### config.mk
export PLATFORM = sky130hd
export DESIGN_NAME = puf_controller
export DESIGN_NICKNAME = d
export VERILOG_FILES = /design/src/rtl/puf_pkg.sv /design/src/rtl/ro_edge_counter.sv /design/src/rtl/puf_controller.sv
export SDC_FILE = /design/constraint.sdc
export NUM_CORES = 1
export LEC_CHECK = 0
export CAP_MARGIN = 0
export CORE_ASPECT_RATIO = 0.7
export CORE_MARGIN = 4
export CORE_UTILIZATION = 52
export DETAILED_ROUTE_END_ITERATION = 12
export PLACE_DENSITY = 0.76
export SLEW_MARGIN = 25
export SYNTH_ARGS = -nofsm -noshare
export SYNTH_HDL_FRONTEND = slang
export SYNTH_SLANG_ARGS = --single-unit
### constraint.sdc
create_clock -name clk -period 4.6 [get_ports clk]
set_clock_uncertainty 0.1 [all_clocks]
set_input_delay 1.15 -clock clk [delete_from_list [all_inputs] [get_ports clk]]
set_output_delay 1.15 -clock clk [all_outputs]
set_load 0.02 [all_outputs]
### src/rtl/puf_pkg.sv
// Shared types and default parameters for the ring-oscillator PUF controller.
package puf_pkg;

   localparam int NUM_RO_DEF    = 16;
   localparam int NUM_PAIRS_DEF = 8;
   localparam int CNT_W_DEF     = 16;
   localparam int WINDOW_DEF    = 1024;
   localparam int SETTLE_DEF    = 4;

   typedef enum logic [2:0] {
      S_IDLE,
      S_SETUP,
      S_SETTLE,
      S_MEASURE,
      S_COMPARE,
      S_DONE
   } puf_state_t;

endpackage

### src/rtl/ro_edge_counter.sv
// Counts rising edges of one asynchronous oscillator input.
// The input is double-flopped before edge detection.
// The count saturates at all-ones instead of wrapping.
module ro_edge_counter #(
   parameter int CNT_W = 16
) (
   input  logic             clk,
   input  logic             rst,
   input  logic             ro,
   input  logic             clear,
   input  logic             count_en,
   output logic [CNT_W-1:0] count
);

   logic sync1;
   logic sync2;
   logic prev;
   logic rise;

   // Two-flop synchronizer plus one delayed copy for edge detection.
   always_ff @(posedge clk or negedge rst) begin
      if (!rst) begin
         sync1 <= 1'b0;
         sync2 <= 1'b0;
         prev  <= 1'b0;
      end else begin
         sync1 <= ro;
         sync2 <= sync1;
         prev  <= sync2;
      end
   end

   assign rise = sync2 & ~prev;

   // Saturating edge counter; clear has priority over counting.
   always_ff @(posedge clk or negedge rst) begin
      if (!rst) begin
         count <= '0;
      end else if (clear) begin
         count <= '0;
      end else if (count_en && rise && (count != '1)) begin
         count <= count + CNT_W'(1);
      end
   end

endmodule

### src/rtl/puf_controller.sv
// Ring-oscillator PUF controller.
// Each challenge pair enables two oscillators and counts their edges over a
// fixed window. The faster oscillator decides the response bit.
module puf_controller
   import puf_pkg::*;
#(
   parameter int NUM_RO    = NUM_RO_DEF,
   parameter int NUM_PAIRS = NUM_PAIRS_DEF,
   parameter int CNT_W     = CNT_W_DEF,
   parameter int WINDOW    = WINDOW_DEF,
   parameter int SETTLE    = SETTLE_DEF
) (
   input  logic                   clk,
   input  logic                   rst,
   input  logic                   start,
   input  logic [NUM_PAIRS*8-1:0] challenge,
   input  logic [NUM_RO-1:0]      ro_in,
   output logic [NUM_RO-1:0]      ro_enable,
   output logic                   busy,
   output logic                   done,
   output logic [NUM_PAIRS-1:0]   response,
   output logic [NUM_PAIRS-1:0]   tie,
   output logic                   error
);

   localparam int PAIR_W  = (NUM_PAIRS > 1) ? $clog2(NUM_PAIRS) : 1;
   localparam int TMAX    = (WINDOW > SETTLE) ? WINDOW : SETTLE;
   localparam int TIMER_W = $clog2(TMAX + 1);

   puf_state_t               state;
   logic [NUM_PAIRS*8-1:0]   chal_q;
   logic [PAIR_W-1:0]        pair_idx;
   logic [TIMER_W-1:0]       timer;
   logic [7:0]               cur_byte;
   logic [7:0]               nxt_byte;
   logic                     ro_a;
   logic                     ro_b;
   logic                     cnt_clear;
   logic                     cnt_en;
   logic [CNT_W-1:0]         cnt_a;
   logic [CNT_W-1:0]         cnt_b;

   // Enable mask for one pair byte {idx_a, idx_b}; a repeated index yields one bit.
   function automatic logic [NUM_RO-1:0] pair_mask(input logic [7:0] pb);
      logic [NUM_RO-1:0] m;
      m = '0;
      for (int i = 0; i < NUM_RO; i++) begin
         if ((pb[7:4] == 4'(i)) || (pb[3:0] == 4'(i))) begin
            m[i] = 1'b1;
         end
      end
      return m;
   endfunction

   // Select the current/next pair bytes and route the chosen oscillators to the counters.
   always_comb begin
      cur_byte = '0;
      nxt_byte = '0;
      ro_a     = 1'b0;
      ro_b     = 1'b0;
      for (int p = 0; p < NUM_PAIRS; p++) begin
         if (pair_idx == PAIR_W'(p)) begin
            cur_byte = chal_q[p*8 +: 8];
         end
      end
      for (int p = 1; p < NUM_PAIRS; p++) begin
         if (pair_idx == PAIR_W'(p - 1)) begin
            nxt_byte = chal_q[p*8 +: 8];
         end
      end
      for (int i = 0; i < NUM_RO; i++) begin
         if (cur_byte[7:4] == 4'(i)) begin
            ro_a = ro_in[i];
         end
         if (cur_byte[3:0] == 4'(i)) begin
            ro_b = ro_in[i];
         end
      end
   end

   assign cnt_clear = (state == S_SETUP) || (state == S_SETTLE);
   assign cnt_en    = (state == S_MEASURE);

   ro_edge_counter #(.CNT_W(CNT_W)) u_cnt_a (
      .clk      (clk),
      .rst      (rst),
      .ro       (ro_a),
      .clear    (cnt_clear),
      .count_en (cnt_en),
      .count    (cnt_a)
   );

   ro_edge_counter #(.CNT_W(CNT_W)) u_cnt_b (
      .clk      (clk),
      .rst      (rst),
      .ro       (ro_b),
      .clear    (cnt_clear),
      .count_en (cnt_en),
      .count    (cnt_b)
   );

   // Challenge sequencing FSM with registered enable, status and result outputs.
   always_ff @(posedge clk or negedge rst) begin
      if (!rst) begin
         state     <= S_IDLE;
         chal_q    <= '0;
         pair_idx  <= '0;
         timer     <= '0;
         ro_enable <= '0;
         busy      <= 1'b0;
         done      <= 1'b0;
         response  <= '0;
         tie       <= '0;
         error     <= 1'b0;
      end else begin
         done <= 1'b0;
         case (state)
            S_IDLE: begin
               if (start) begin
                  chal_q    <= challenge;
                  response  <= '0;
                  tie       <= '0;
                  error     <= 1'b0;
                  pair_idx  <= '0;
                  ro_enable <= pair_mask(challenge[7:0]);
                  busy      <= 1'b1;
                  state     <= S_SETUP;
               end
            end
            S_SETUP: begin
               timer <= '0;
               if (cur_byte[7:4] == cur_byte[3:0]) begin
                  error <= 1'b1;
               end
               state <= (SETTLE == 0) ? S_MEASURE : S_SETTLE;
            end
            S_SETTLE: begin
               if (timer == TIMER_W'(SETTLE - 1)) begin
                  timer <= '0;
                  state <= S_MEASURE;
               end else begin
                  timer <= timer + TIMER_W'(1);
               end
            end
            S_MEASURE: begin
               if (timer == TIMER_W'(WINDOW - 1)) begin
                  timer     <= '0;
                  ro_enable <= '0;
                  state     <= S_COMPARE;
               end else begin
                  timer <= timer + TIMER_W'(1);
               end
            end
            S_COMPARE: begin
               response[pair_idx] <= (cur_byte[7:4] != cur_byte[3:0]) && (cnt_a > cnt_b);
               tie[pair_idx]      <= (cur_byte[7:4] != cur_byte[3:0]) && (cnt_a == cnt_b);
               if (pair_idx == PAIR_W'(NUM_PAIRS - 1)) begin
                  busy  <= 1'b0;
                  done  <= 1'b1;
                  state <= S_DONE;
               end else begin
                  pair_idx  <= pair_idx + PAIR_W'(1);
                  ro_enable <= pair_mask(nxt_byte);
                  state     <= S_SETUP;
               end
            end
            S_DONE: begin
               state <= S_IDLE;
            end
            default: begin
               state <= S_IDLE;
            end
         endcase
      end
   end

endmodule

==> run_results.csv, run 1 <==
group,metric,value,unit
floorplan,die_height,119,um
worst_setup_path,critical_path_arrival,4140,ps
floorplan,placeableCoreArea,17300,um2
worst_setup_path,cp_max_fo,32,
global_route,grt_max_degree,88,
outcome,status,"finished clean",
placement,io_buffers,117,
synth,syn-mean-instance-area,8.56,um2
routing,drtIter0Drc,993,
timing,fin_crit,3930,ps
synth,synth.area.mux_share,0.0156,
worst_hold_path,min_path_cells,0,
worst_setup_path,rr_startpoint,"pair_idx[1]",
global_route,track_usage,0.268,
floorplan,fp.dieArea,19900,um2
worst_setup_path,cp_cell_sequence,"inv_1, ha_1, buf_4, and3b_1, a32oi_1, a21oi_1, a211oi_1, a41o_1, o22ai_1, a221o_1",
timing,hold_viol,0,
clock_network,cts_resized,0,
synth,ys_seq_area_frac,0.419,
worst_setup_path,crit_path_max_incr_delay,850,ps
worst_hold_path,hold_start,"u_cnt_a.sync1",
clock_network,insertion_delay,430,ps
clock_network,cts_buffers,17,
routing,ant_nets,0,
floorplan,ios,118,
routing,drc,0,
worst_setup_path,reg2reg_to,"ro_enable[11]",
placement,placed_cell_area,10500,um2
timing,setup_viol,0,
placement,routabilityCongestion,0.944,
global_route,grt-ovfl-total,0,
timing,relSlewSlack,0.318,
synth,synth_simple_gate_area_frac,0.252,
clock_network,cts_buffer_depth,2,
finish,area_delta_synth_final,20.5,%
clock_network,clk_pin_slew,60,ps
finish,instances_no_fill,1410,
timing,worst_pin_slew,1020,ps
finish,drive_gt1_frac,0.0645,
pwr,irDropWorstVdd,208,uV
pwr,p_clk_frac,0.399,
synth,synth_adder_area_share,0.0340,
synth,synth-edff-count,0,
pwr,switching_share,0.291,
synth,synth-compound-area-share,0.201,
job,maxCapViolCount,0,
pwr,p_leak,0.00479,uW
worst_setup_path,crit_path_end_kind,"flop",
worst_hold_path,min_to,"u_cnt_a.sync2",
worst_hold_path,min_path_type,"reg -> reg",
global_route,first_global_vias,7769,
worst_setup_path,ff2ff_setup_slack,670,ps
global_route,grt_pass1_wl,42800,um
floorplan,start_util,0.533,
timing,final.period_utilization,0.854,
synth,synth_xor_area_frac,0.0294,
global_route,antenna_found_initial,0,
synth,synth-main-ff-cell,"dfrtp_1",
clock_network,cts-hold-fix-buffers,0,
clock_network,root_buffer,"clkbuf_16",
synth,synth.distinct_cells,73,
pwr,comb_power_share,0.160,
worst_setup_path,start_kind,"flop",
clock_network,cts_setup_buffers,0,
finish,nets,1275,
worst_setup_path,required,4810,ps
finish,final_area,11100,um2
synth,ys_async_sr_fraction,1.00,
synth,syn_nets,1182,
routing,viasPerCell,5.96,
finish,antenna_cells,0,
pwr,pwr-share-seq,0.441,
pwr,internal_power,2460,uW
pwr,p_sw,1010,uW
timing,totalNegativeSetupSlack,0,ps
clock_network,htreeDepth,4,
finish,fill_cells,1495,
synth,yosysWarnings,0,
timing,timing.fmax,255,MHz
worst_setup_path,critPathKind,"reg -> reg",
placement,dp_hpwl,19500,um
clock_network,cts_sinks,154,
synth,synth_cells,1074,
timing,slew_viol_final,0,
synth,syn_area,9200,um2
routing,wl_per_cell,18.9,um
routing,wl,26600,um
synth,synth_top_family_by_area,"simple AND/OR/NAND/NOR gates",
worst_setup_path,reg2regPathDepth,10,
pwr,power.density,313,nW/um2
routing,vias,8406,
routing,drt_pass1_iterations,5,
synth,ys_ff_latch,154,
floorplan,fp.dieW,167,um
worst_setup_path,crit_slowest_cell,"ha_1",
timing,rsz0062_at_grt,"no",
floorplan,rows,40,
clock_network,cts_tree,"built",
placement,place_inst,1379,
## cells by family after synthesis
family                   Yosys count
buffers and inverters             97
AND/OR/NAND/NOR                  494
adder cells (fa/ha/maj)           25
flip-flops                       154
XOR/XNOR                          30
multiplexers                      14
AO/OA/AOI/OAI                    260
## metal layers
metal,part of all wire,track usage
met1,0.49,0.427
met2,0.41,0.365
met3,0.085,0.0594
met4,0.014,0.0654
met5,0,0
## worst max-delay path, delay by kind of cell (launching register included)
kind / cells / cell delay, ps
AND/OR/NAND/NOR: 1 / 290
adder cells (fa/ha/maj): 1 / 850
AO/OA/AOI/OAI: 6 / 1620
buffers and inverters: 2 / 470
flip-flops: 1 / 450
## power groups by stage
stage | combinational, uW | sequential (uW) | clock (uW)
floorplan | 324 | 1520 | 0
global placement | 525 | 1550 | 0
detailed placement | 542 | 1550 | 0
CTS | 548 | 1530 | 1410
global route | 609 | 1540 | 1460
finish | 555 | 1530 | 1390
## flip-flops by register name, summed over array words and instances (netlist names), 3 cells and up
signal         flops
pair_idx           3
u_cnt_b.count     16
u_cnt_a.count     16
state              3
chal_q            64
response           8
timer             11
tie                8
ro_enable         16
## metrics by stage
step	setup slack (ps)	total power, uW	util	hold slack, ps
finish	674	3470	0.642	257
global route	404	3610	0.642	265
CTS	802	3480	0.642	258
detailed placement	811	2100	0.609	236
global placement	922	2080	0.608	233
floorplan	1570	1850	-	231
## how the worst max path moves through the flow
| stage | to | depth (start not counted) | from |
|---|---|---|---|
| after detailed placement | ro_enable[11] | 10 | pair_idx[1] |
| after global routing | ro_enable[3] | 10 | pair_idx[1] |
| after floorplan | u_cnt_a.sync1 | 10 | pair_idx[0] |
| final | ro_enable[11] | 10 | pair_idx[1] |
| after global placement | ro_enable[11] | 10 | pair_idx[1] |
| after CTS | response[4] | 11 | pair_idx[0] |
## Yosys cell counts (all sizes together), types with 9 or more instances
library cell,count,share of area
o22ai,18,0.012
nand2b,15,0.010
nand2,234,0.096
a21o,9,0.0073
xnor2,18,0.017
nand3,49,0.027
nand4,19,0.013
a22oi,10,0.0082
dfrtp,154,0.42
nand3b,13,0.011
a21oi,50,0.027
o21a,19,0.016
a211oi,14,0.011
o21ai,53,0.029
nor2,79,0.033
ha,25,0.034
o31ai,16,0.014
o22a,9,0.0086
buf,24,0.019
xor2,12,0.012
a221oi,9,0.012
a221o,10,0.011
o41ai,10,0.012
inv,36,0.015
mux2i,11,0.012
nor2b,25,0.017
or3,11,0.0075
clkbuf,36,0.015
## final cells by class
class                           count  area, um2  share of cell area
Tap cell                          231        289              0.0261
Clock inverter                     11        110             0.00993
Clock buffer                       20        467              0.0421
Timing Repair Buffer              134       1310               0.118
Sequential cell                   154       3850               0.348
Inverter                           37        139              0.0125
Multi-Input combinational cell    823       4910               0.443
## cell usage in the layout, fill, tap and decap left out, types with 13 or more instances in the layout
cell	instances
nor2b_1	25
o21a_1	19
clkbuf_16	17
o22ai_1	18
inv_1	36
o31ai_1	14
o21ai_0	53
buf_4	16
nand3b_1	13
clkdlybuf4s50_1	116
nand3_1	49
nor2_1	78
a21oi_1	49
nand2_1	232
dfrtp_1	154
a211oi_1	14
nand4_1	19
nand2b_1	15
ha_1	25
xnor2_1	18
Power figures use the tool's default switching activity.
==> run 2: changes to the inputs <==
--- a/config.mk
+++ b/config.mk
@@ -10,8 +10,9 @@
 export CORE_MARGIN = 4
 export CORE_UTILIZATION = 52
 export DETAILED_ROUTE_END_ITERATION = 12
-export PLACE_DENSITY = 0.76
+export PLACE_DENSITY = 0.75
 export SLEW_MARGIN = 25
 export SYNTH_ARGS = -nofsm -noshare
 export SYNTH_HDL_FRONTEND = slang
+export SYNTH_HIERARCHICAL = 1
 export SYNTH_SLANG_ARGS = --single-unit
==> run 2 against run 1 <==
Net effect:
- clock power barely moved
- non-clock buffer count decreased by 4
- register-to-register slack better by 390 ps
- highest routed layer unchanged
==> run_results.csv, run 2 <==
group,metric,value,unit
finish,instances_no_fill,1420,
finish,regArea,3850,um2
global_route,met1_usage,0.432,
global_route,antenna_found_initial,0,
finish,multiInputGateArea,5140,um2
worst_hold_path,min_path_type,"reg -> reg",
synth,yosysMostFrequentCell,"nand2_1",
routing,viasPerCell,6.22,
global_route,first_global_vias,8011,
floorplan,ios,118,
synth,ys_ff_latch,154,
global_route,track_usage,0.270,
worst_setup_path,cp_max_fo,24,
synth,syn-mean-instance-area,8.74,um2
timing,timing.fmax,283,MHz
clock_network,cts_setup_buffers,0,
finish,area_delta_synth_final,19.3,%
clock_network,insertion_delay,430,ps
finish,final_cell_mix,"227 x nand2_1, 154 x dfrtp_1, 116 x clkdlybuf4s50_1, 59 x nand3_1, 57 x a21oi_1",
global_route,grt-ovfl-total,0,
global_route,grtUsageMet2,0.359,
floorplan,die_height,121,um
routing,ant_nets,0,
finish,regMostFlops,"chal_q",
global_route,grt_max_degree,100,
worst_setup_path,critical_path_arrival,3750,ps
floorplan,start_util,0.529,
floorplan,fp.dieW,169,um
clock_network,cts_sinks,154,
worst_setup_path,critPathKind,"reg -> reg",
pwr,total_power,3470,uW
global_route,busiest_layer,"met1",
placement,place_inst,1388,
clock_network,htreeDepth,4,
synth,yosysWarnings,6,
routing,drc,0,
finish,antenna_cells,0,
synth,syn_area,9490,um2
synth,synth.distinct_cells,86,
routing,wl_per_cell,19.4,um
timing,setup_viol,0,
placement,dp_hpwl,20100,um
outcome,status,"finished clean",
floorplan,fp.dieArea,20500,um2
routing,vias,8827,
clock_network,clk_pin_slew,60,ps
pwr,irDropWorstVdd,266,uV
synth,syn_nets,1194,
routing,drtIter0Drc,1020,
synth,synth_cells,1086,
synth,synth_top_area_cell,"dfrtp_1",
clock_network,cts_buffer_depth,2,
global_route,grt_use_met3,0.0681,
clock_network,cts_tree,"built",
finish,drive_gt1_frac,0.0895,
synth,synth_top_area_frac,0.406,
routing,drt_pass1_iterations,6,
finish,nets,1279,
floorplan,rows,41,
pwr,p_leak,0.00471,uW
timing,rsz0062_at_grt,"no",
synth,ys_seq_area_frac,0.406,
routing,wl,27600,um
clock_network,root_buffer,"clkbuf_16",
clock_network,cts_resized,0,
job,maxCapViolCount,0,
finish,fill_cells,1542,
timing,final.period_utilization,0.768,
synth,synth-main-ff-cell,"dfrtp_1",
timing,slew_viol_final,0,
timing,relSlewSlack,0.338,
synth,ys_async_sr_fraction,1.00,
placement,io_buffers,117,
timing,fin_crit,3530,ps
timing,totalNegativeSetupSlack,0,ps
clock_network,cts_buffers,17,
floorplan,placeableCoreArea,18000,um2
pwr,power.density,307,nW/um2
clock_network,cts-hold-fix-buffers,0,
finish,largest_reg_flops,64,
worst_setup_path,start_kind,"flop",
worst_setup_path,crit_path_end_kind,"flop",
placement,routabilityCongestion,1.00,
synth,synthTopCellsByCount,"227 x nand2_1, 154 x dfrtp_1, 59 x nand3_1, 57 x a21oi_1, 41 x inv_1",
finish,final_common_cell,"nand2_1",
synth,synth-edff-count,0,
worst_setup_path,required,4810,ps
global_route,grt_pass1_wl,44000,um
timing,worst_pin_slew,990,ps
timing,hold_viol,0,
synth,ys_top_cells_by_area,"dfrtp_1 41%, nand2_1 9.0%, ha_1 3.3%",
[run 2: changes by cell type after synthesis, sizes merged, moves of 12 or more]
cell	before	now
mux2i	11	23
nor2	79	40
nor3	7	21
o211ai	2	17
o21a	19	3
or4	1	19
xnor2	18	4
[run 2: worst max-delay path, stage by stage, from the launching register on]
cell and delay (ps):
dfrtp_1 490, ha_1 230, ha_1 770, nand2_1 130, o311ai_1 460, nor3_2 160
o31a_2 370, xor2_1 240, nand4_4 180, nand3_4 190, o21ai_2 80
[run 2: worst paths after layout]
kind / start / end / slack [ps] / cells past startpoint
worst max-delay path: pair_idx[0] / response[0] / 1070 / 10
worst min-delay path: u_cnt_b/sync1 / u_cnt_b/sync2 / 260 / 0
worst max register to register: pair_idx[0] / response[0] / 1070 / 10
worst min register to register: u_cnt_b/sync1 / u_cnt_b/sync2 / 260 / 0
max in group asynchronous: rst / chal_q[32] / 2840 / 2
min in group asynchronous: rst / u_cnt_a/count[0] / 710 / 1
[run 2: report_power, final]
| part | switching (uW) | leakage, uW | internal [uW] |
|---|---|---|---|
| Combinational | 298 | 0.00254 | 229 |
| Sequential | 120 | 0.00189 | 1430 |
| Clock | 599 | 0.000278 | 796 |
[run 2: logic make-up (layout without fill, tap and decap cells)]
| group | after synthesis | after routing | synth area share |
|---|---|---|---|
| flops | 154 | 154 | 0.406 |
| simple gates | 484 | 484 | 0.255 |
| xor+xnor | 10 | 10 | 0.0100 |
| fa+ha+maj | 25 | 25 | 0.0330 |
| mux | 33 | 33 | 0.0361 |
| compound gates | 274 | 274 | 0.206 |
| buf+inv | 106 | 204 | 0.0541 |
[run 2: area by class of cell]
cell class              count  area share
repair buffers            130       0.114
clock buffers              21      0.0415
inverters                  42      0.0139
flip-flops and latches    154       0.340
multi-input cells         826       0.454
clock inverters            11     0.00994
well taps                 236      0.0261
[run 2: through the flow]
stage	setup WS, ps	util	instance area [um2]	hold WS [ps]
final	1070	0.631	11300	259
after global routing	859	0.631	11300	257
after CTS	1150	0.631	11300	259
after detailed placement	1200	0.598	10700	247
after global placement	1290	0.598	10700	237
after floorplan	1890	-	9490	231
[run 2: routing by layer]
metal,up-vias,part of all wire
li1,4152,-
met1,4192,0.49
met2,444,0.41
met3,39,0.086
met4,0,0.016
met5,-,0
==> run 3: changes to the inputs <==
--- a/config.mk
+++ b/config.mk
@@ -8,9 +8,9 @@
 export CAP_MARGIN = 0
 export CORE_ASPECT_RATIO = 0.7
 export CORE_MARGIN = 4
-export CORE_UTILIZATION = 52
+export CORE_UTILIZATION = 51
 export DETAILED_ROUTE_END_ITERATION = 12
-export PLACE_DENSITY = 0.75
+export PLACE_DENSITY = 0.77
 export SLEW_MARGIN = 25
 export SYNTH_ARGS = -nofsm -noshare
 export SYNTH_HDL_FRONTEND = slang
==> constraint.sdc (replaced) <==
create_clock -name clk -period 2.87 [get_ports clk]
set_clock_uncertainty 0.1 [all_clocks]
set_input_delay 0.7175 -clock clk [delete_from_list [all_inputs] [get_ports clk]]
set_output_delay 0.7175 -clock clk [all_outputs]
set_load 0.02 [all_outputs]
==> run 3 against run 2 <==
Net effect:
- sequential share of layout area shrank 2.5 points
- largest power group is now the clock network
- critical path type unchanged
- flip-flop and latch count unchanged
- global-route usage up 0.26 points
- critical path depth increased by 2
- critical endpoint is now u_cnt_a/sync1
- setup slack worse by 1000 ps
==> run_results.csv, run 3 (synthesis results as in run 2) <==
group,metric,value,unit
worst_hold_path,min_path_type,"in -> async",
placement,routabilityCongestion,0.976,
timing,worst_pin_slew,841,ps
clock_network,root_buffer,"clkbuf_16",
pwr,p_leak,0.00510,uW
clock_network,insertion_delay,430,ps
finish,largest_reg_flops,64,
timing,hold_viol,0,
finish,area_delta_synth_final,28.8,%
pwr,irDropWorstVdd,361,uV
routing,wl_per_cell,19.7,um
worst_setup_path,critPathKind,"reg -> reg",
finish,instances_no_fill,1479,
clock_network,htreeDepth,4,
finish,final_common_cell,"nand2_1",
global_route,grt_max_degree,81,
global_route,track_usage,0.272,
floorplan,fp.dieW,171,um
floorplan,ios,118,
routing,ant_nets,0,
worst_setup_path,cp_max_fo,6,
worst_setup_path,required,3140,ps
floorplan,placeableCoreArea,18200,um2
routing,vias,9156,
worst_setup_path,critical_path_arrival,3100,ps
timing,timing.fmax,354,MHz
worst_setup_path,start_kind,"flop",
clock_network,cts_tree,"built",
pwr,power.density,485,nW/um2
finish,fill_cells,1444,
routing,drt_pass1_iterations,6,
timing,relSlewSlack,0.439,
placement,dp_hpwl,20700,um
timing,rsz0062_at_grt,"yes",
finish,regMostFlops,"chal_q",
timing,worst_slack,43.1,ps
timing,fin_crit,2830,ps
routing,drtIter0Drc,1254,
timing,setup_viol,0,
placement,io_buffers,117,
worst_setup_path,critPathLaunch,"pair_idx[1]",
finish,antenna_cells,0,
timing,totalNegativeSetupSlack,0,ps
finish,final_cell_mix,"225 x nand2_1, 152 x dfrtp_1, 116 x clkdlybuf4s50_1, 59 x nand3_1, 55 x buf_4",
finish,nets,1338,
global_route,grt-ovfl-total,0,
timing,slew_viol_final,0,
job,maxCapViolCount,0,
floorplan,rows,41,
floorplan,fp.dieArea,20900,um2
worst_setup_path,rr_startpoint,"pair_idx[1]",
routing,viasPerCell,6.19,
clock_network,cts_buffer_depth,2,
worst_setup_path,crit_path_end_kind,"flop",
pwr,total_power,5920,uW
clock_network,clk_pin_slew,70,ps
routing,wl,29100,um
floorplan,start_util,0.523,
clock_network,cts_buffers,17,
placement,pre_cts_ws,-41.9,ps
outcome,status,"finished clean",
placement,place_inst,1426,
timing,final.period_utilization,0.985,
global_route,antenna_found_initial,0,
finish,drive_gt1_frac,0.158,
routing,drc,0,
global_route,grt_pass1_wl,45300,um
floorplan,die_height,122,um
clock_network,cts_sinks,154,
global_route,first_global_vias,8394,
## run 3: cell count changes in the layout (fill, tap and decap cells not counted), moves of 3 or more
cell	delta
ha_1	-6
buf_4	+44
a21oi_2	+3
buf_6	+3
ha_4	+5
a21oi_1	-3
bufinv_16	+4
inv_1	-3
buf_12	+8
## run 3: timing repair
item                       4_1_cts  5_1_grt
hold buffers                     0        0
pin swaps                        1       13
gates cloned                     0        3
setup buffers                    2       16
resized for setup                2       45
setup endpoints to repair       19       36
## run 3: per-layer routing
layer	routed length (um)	track usage
met2	12300	0.386
met1	13700	0.430
met5	0	0
met3	2580	0.0542
met4	488	0.0574
## run 3: worst paths after layout
path	end	slack [ps]	cells after the start
max reg2reg	u_cnt_a/sync1	40	12
min	u_cnt_a/count[0]	90	1
max	u_cnt_a/sync1	40	12
max in group asynchronous	chal_q[26]	1910	2
min in group clk	u_cnt_b/sync2	250	0
min reg2reg	u_cnt_b/sync2	250	0
## run 3: critical path: stages, from the launching register on
cell and delay [ps]:
dfrtp_2 460, ha_4 180, ha_4 200, buf_12 130
nand2_2 60, o311ai_4 270, buf_4 180, nor3_4 50
or4b_4 560, o311ai_4 90, a2bb2oi_2 120, o221ai_2 200
o211a_1 180
## run 3: cell type report
cell class | instances | area, um2 | share of cell area
multi-input cells | 826 | 5350 | 0.438
inverters | 42 | 164 | 0.0134
flip-flops and latches | 154 | 3860 | 0.316
clock buffers | 20 | 457 | 0.0374
repair buffers | 188 | 1880 | 0.154
repair inverters | 1 | 5.00 | 0.000410
clock inverters | 12 | 210 | 0.0172
well taps | 236 | 295 | 0.0242
## run 3: power breakdown
group,switching [uW],total [uW],internal (uW)
Combinational,476,872,396
Sequential,195,2490,2290
Clock,960,2560,1600
## run 3: per-stage QoR
step | util | hold WS (ps) | cell area [um2]
final | 0.673 | 91.1 | 12200
after global routing | 0.673 | 111 | 12200
after CTS | 0.650 | 101 | 11800
after detailed placement | 0.612 | 240 | 11100
after global placement | 0.612 | 234 | 11100
after floorplan | - | 231 | 9490
